[config.mk]
export PLATFORM = sky130hd
export DESIGN_NAME = apb_ram_slave
export DESIGN_NICKNAME = d
export VERILOG_FILES = /design/src/rtl/apb_ram_slave.sv
export SDC_FILE = /design/constraint.sdc
export NUM_CORES = 2
export LEC_CHECK = 0
export ABC_AREA = 1
export BUFFER_PORTS_ARGS = -buffer_cell sky130_fd_sc_hd__buf_2
export CAP_MARGIN = 10
export CELL_PAD_IN_SITES_DETAIL_PLACEMENT = 1
export CELL_PAD_IN_SITES_GLOBAL_PLACEMENT = 2
export CORE_UTILIZATION = 44
export DETAILED_ROUTE_END_ITERATION = 10
export PLACE_DENSITY_LB_ADDON = 0.1
export SETUP_SLACK_MARGIN = 0.05
export SYNTH_ARGS = -nofsm -noshare
export SYNTH_HDL_FRONTEND = slang
export SYNTH_SLANG_ARGS = --single-unit
[constraint.sdc]
create_clock -name pclk -period 2.44 [get_ports pclk]
set_input_delay 0 -clock pclk [delete_from_list [all_inputs] [get_ports pclk]]
set_output_delay 0 -clock pclk [all_outputs]
set_load 0.02 [all_outputs]
[src/rtl/apb_ram_slave.sv]
// APB4 RAM slave: configurable width/depth, byte strobes and wait states.
// Optional error response is enabled by defining APB_RAM_PSLVERR_EN.
module apb_ram_slave #(
    parameter int ADDR_WIDTH  = 32,
    parameter int DATA_WIDTH  = 32,
    parameter int DEPTH       = 64,
    parameter int WAIT_STATES = 0
) (
    input  logic                    pclk,
    input  logic                    preset,
    input  logic                    psel,
    input  logic                    penable,
    input  logic                    pwrite,
    input  logic [ADDR_WIDTH-1:0]   paddr,
    input  logic [DATA_WIDTH-1:0]   pwdata,
    input  logic [DATA_WIDTH/8-1:0] pstrb,
    output logic [DATA_WIDTH-1:0]   prdata,
    output logic                    pready,
    output logic                    pslverr
);

    localparam int NB    = DATA_WIDTH / 8;
    localparam int LSB   = $clog2(NB);
    localparam int IDX_W = $clog2(DEPTH);
    localparam logic [ADDR_WIDTH-1:0] LOW_MASK = ADDR_WIDTH'((64'd1 << LSB) - 64'd1);

`ifdef APB_RAM_PSLVERR_EN
    localparam bit ERR_EN = 1'b1;
`else
    localparam bit ERR_EN = 1'b0;
`endif

    typedef enum logic [1:0] {S_IDLE, S_WAIT, S_DONE} state_t;

    state_t            state_q, state_d;
    logic [3:0]        cnt_q, cnt_d;
    logic [IDX_W-1:0]  idx_q, idx_d;
    logic              wr_q, wr_d;
    logic [DATA_WIDTH-1:0] wdata_q, wdata_d;
    logic [NB-1:0]     strb_q, strb_d;
    logic              err_q, err_d;
    logic [DATA_WIDTH-1:0] rdata_q;

    logic [DATA_WIDTH-1:0] mem [DEPTH];

    logic setup, load, done, addr_err, err_act;

    assign setup    = psel & ~penable;
    assign load     = setup & ((state_q == S_IDLE) | (state_q == S_DONE));
    assign done     = (state_q == S_DONE) & psel & penable;
    // Out of range above the index field, or not aligned to a full word.
    assign addr_err = ((paddr >> (LSB + IDX_W)) != '0) || ((paddr & LOW_MASK) != '0);
    assign err_act  = err_q & ERR_EN;

    always_comb begin
        state_d = state_q;
        cnt_d   = cnt_q;
        idx_d   = idx_q;
        wr_d    = wr_q;
        wdata_d = wdata_q;
        strb_d  = strb_q;
        err_d   = err_q;
        case (state_q)
            S_IDLE: ;
            S_WAIT: begin
                if (!psel) begin
                    state_d = S_IDLE;
                    cnt_d   = '0;
                end else begin
                    cnt_d = cnt_q - 4'd1;
                    if (cnt_q <= 4'd1) state_d = S_DONE;
                end
            end
            S_DONE: begin
                state_d = S_IDLE;
                cnt_d   = '0;
            end
            default: begin
                state_d = S_IDLE;
                cnt_d   = '0;
            end
        endcase
        if (load) begin
            idx_d   = paddr[LSB +: IDX_W];
            wr_d    = pwrite;
            wdata_d = pwdata;
            strb_d  = pstrb;
            err_d   = addr_err;
            cnt_d   = 4'(WAIT_STATES);
            state_d = (WAIT_STATES == 0) ? S_DONE : S_WAIT;
        end
    end

    always_ff @(posedge pclk or posedge preset) begin
        if (preset) begin
            state_q <= S_IDLE;
            cnt_q   <= '0;
            idx_q   <= '0;
            wr_q    <= 1'b0;
            wdata_q <= '0;
            strb_q  <= '0;
            err_q   <= 1'b0;
        end else begin
            state_q <= state_d;
            cnt_q   <= cnt_d;
            idx_q   <= idx_d;
            wr_q    <= wr_d;
            wdata_q <= wdata_d;
            strb_q  <= strb_d;
            err_q   <= err_d;
        end
    end

    // Read is captured at setup; any earlier write has already committed in its DONE cycle.
    always_ff @(posedge pclk or posedge preset) begin
        if (preset)    rdata_q <= '0;
        else if (load) rdata_q <= mem[paddr[LSB +: IDX_W]];
    end

    always_ff @(posedge pclk) begin
        if (done && wr_q && !err_act) begin
            for (int i = 0; i < NB; i++) begin
                if (strb_q[i]) mem[idx_q][8*i +: 8] <= wdata_q[8*i +: 8];
            end
        end
    end

    assign pready  = done;
    assign pslverr = done & err_act;
    assign prdata  = (done && !wr_q && !err_act) ? rdata_q : '0;

endmodule

==> flow_summary_export.csv <==
group,metric,value,unit
finish,multiInputGateArea,20000,um^2
synth,ys.flop_type,"edfxtp_1",
finish,fin_cells,10600,
worst_setup_path,critPathArrivalTime,2.31,ns
synth,async_flop_share,3.58,%
detailed_routing,routed_wl,291000,um
placed_design,io_buffers,79,
finish,n_fill_cell,19800,
placed_design,place_congestion,0.837,
sta,max_clock_freq,433,MHz
sta,rsz0062_at_grt,"yes",
clock_network,clk_latency,0.87,ns
die,core,193000,um^2
sta,hold_viol,0,
worst_setup_path,path_max_fanout,8,
synth,yosys.area.top_type,"edfxtp_1",
pwr,cellPowerDensity,807,nW/um^2
sta,layout_setup_ws,0.130,ns
synth,synthesis.nets,7393,
finish,ff_latch_area,63400,um^2
clock_network,h-tree-depth,4,
detailed_routing,drt_first_pass_iters,5,
worst_setup_path,crit_required,2.44,ns
worst_setup_path,r2r.worst_path.cells,7,
finish,fin_nets,7908,
die,die_y,444,um
worst_setup_path,r2r_slack,0.14,ns
sta,tightestPinTransition,1.08,ns
global_routing,grt_pass1_vias,60900,
global_routing,grt_use_total,29.6,%
synth,yosysSeqAreaShare,73.8,%
pwr,peakVddDrop,0.779,mV
global_routing,grtUsageMet1,40.4,%
clock_network,cts_tree,"done",
sta,setup_violations,0,
outcome,status,"completed",
detailed_routing,first_iter_violations,5983,
detailed_routing,vias,59800,
detailed_routing,vias_per_cell,5.66,
detailed_routing,wl_per_cell,27.6,um
flow_run,drv_cap,0,
worst_setup_path,rr_startpoint,"state_q[1]",
pwr,total_leakage_power,36.9,nW
global_routing,antenna_found_initial,22,
synth,avgSynthCellArea,11.7,um^2
placed_design,post-place-ws,-0.0262,ns
worst_setup_path,end_kind,"primary output",
sta,relSlewSlack,27.9,%
min_path,min-delay-path-class,"input port to flop",
sta,fin_crit_sh,94.7,%
die,start_util,44.5,%
worst_setup_path,start_kind,"flop",
sta,fin_worst_skew,0.0227,ns
synth,synth.top_cell.area_share,71.6,%
detailed_routing,ant_nets,0,
global_routing,top_usage_layer,"met2",
synth,synthTopCellsByCount,"nand2_1, edfxtp_1, nand3_1",
synth,netlist_area,85900,um^2
die,dieArea,197000,um^2
placed_design,dpl.hpwl,181000,um
finish,syn_to_final_growth,17.9,%
sta,slew_viol_final,0,
clock_network,cts_root_buffer,"clkbuf_16",
synth,yosysUniqueCellTypes,17,
die,io_pins,107,
clock_network,clock_path_buffers,3,
finish,stdcell_area,101000,um^2
pwr,total_power,81.7,mW
worst_setup_path,r2r_end,"mem[46][13]",
min_path,hold_start,"pwdata[1]",
placed_design,place_inst,10000,
die,chipWidth,444,um
global_routing,grtUsageMet2,47.4,%
sta,period_minus_slack,2.31,ns
synth,synth_warnings,0,
clock_network,path_clk_slew,0.06,ns
sta,hold_ws,0.176,ns
worst_setup_path,path_class,"flop to primary output",
die,rows,161,
min_path,hold_depth,4,
clock_network,postCtsSetupRepairBufs,0,
placed_design,place_area,92800,um^2
clock_network,cts.sink_count,2124,
clock_network,cts_buffers,221,
synth,ys_ff_latch,2124,
detailed_routing,drc_errors,0,
min_path,min_to,"wdata_q[1]",
synth,synth_most_common_cell,"nand2_1",
global_routing,grt_max_degree,103,
synth,synth_edf_count,2048,
synth,syn_inst,7320,
finish,drive_gt1_share,13.0,%
global_routing,grt-ovfl-total,0,
global_routing,grt_pass1_wl,422000,um
global_routing,grtUsageMet3,4.62,%
synth,synthTopCellsByArea,"edfxtp_1, nand3_1, nand2_1",
-- how the worst max path moves through the flow --
stage | slack (ns) | from | end | cells after the start
finish | 0.13 | state_q[1] | prdata[16] | 5
global route | 0.04 | state_q[1] | mem[48][5] | 5
CTS | 0.05 | state_q[1] | prdata[16] | 5
detailed placement | -0.03 | idx_q[0] | mem[13][14] | 6
global placement | -0.009 | idx_q[0] | mem[13][13] | 6
floorplan | 0.50 | preset | idx_q[0] | 1
-- registers in the layout, summed over array words and instances (netlist names) --
| name | cells |
|---|---|
| strb_q | 4 |
| rdata_q | 32 |
| mem | 2048 |
| state_q | 1 |
| idx_q | 6 |
| wr_q | 1 |
| wdata_q | 32 |
-- worst max-delay path, cell delays in order, from the launching register on --
cell and delay (ns):
dfrtp_1 0.33, nand3_1 0.11, inv_2 0.14, nand2_8 0.13, nor2_1 0.43, buf_2 0.26
-- report_power, final --
group / switching, mW / internal (mW) / leakage, nW / total, mW
clock network: 14.2 / 19.7 / 3.57 / 33.9
registers: 0.663 / 41.0 / 19.5 / 41.7
logic: 4.45 / 1.67 / 13.8 / 6.12
total: 19.3 / 62.4 / 36.9 / 81.7
-- placed cells by master, fill, tap and decap left out, types with 2 or more instances in the layout --
master,netlist,layout
buf_12,0,92
buf_2,251,74
buf_4,47,489
buf_6,6,2
buf_8,0,3
bufinv_16,0,20
clkbuf_1,131,47
clkbuf_16,0,228
clkbuf_8,0,19
clkinv_1,0,40
clkinv_2,0,52
clkinvlp_4,0,5
dfrtp_1,76,44
dfrtp_2,0,32
diode_2,0,14
dlygate4sd3_1,0,116
edfxtp_1,2048,2048
inv_1,45,41
inv_16,0,2
inv_6,0,4
inv_8,0,2
nand2_1,2397,2386
nand2_2,0,10
nand3_1,1950,1950
nor2_1,292,288
nor2_4,0,3
nor3_1,16,16
o21ai_0,6,6
-- per-layer routing --
layer	vias to the layer above	part of all wire (%)
met2	1723	47
met5	-	0.094
met4	22	4.0
met1	30800	42
met3	435	6.2
li1	26800	-
-- timing repair --
action / CTS / global route
resized for setup: 4 / 7
endpoints found under the hold margin: 152 / 0
hold buffers: 116 / 0
pin swaps: 0 / 0
setup endpoints to repair: 37 / 70
-- stage by stage --
stage	TNS [ns]	util, %
2_1_floorplan	0	-
3_3_place_gp	-0.0738	48.0
5_1_grt	0	52.4
6_report	0	52.4
3_5_place_dp	-0.207	48.0
4_1_cts	0	52.4
-- area by class of cell --
cell class              instances  area share [%]
diodes                         14          0.0346
repair buffers                776            7.02
clock inverters               120            1.09
inverters                      49           0.222
well taps                    2526            3.12
multi-input cells            4663            19.8
flip-flops and latches       2124            62.7
clock buffers                 294            6.07
-- logic make-up (layout without fill, tap and decap cells) --
kind of cell    Yosys count  in the layout  share of synthesized area, %
buf+inv                 533           1239                          2.96
other cells               1             15                       0.00436
compound gates            7              7                        0.0408
flops                  2124           2124                          73.8
simple gates           4655           4655                          23.2
Power figures use the tool's default switching activity.
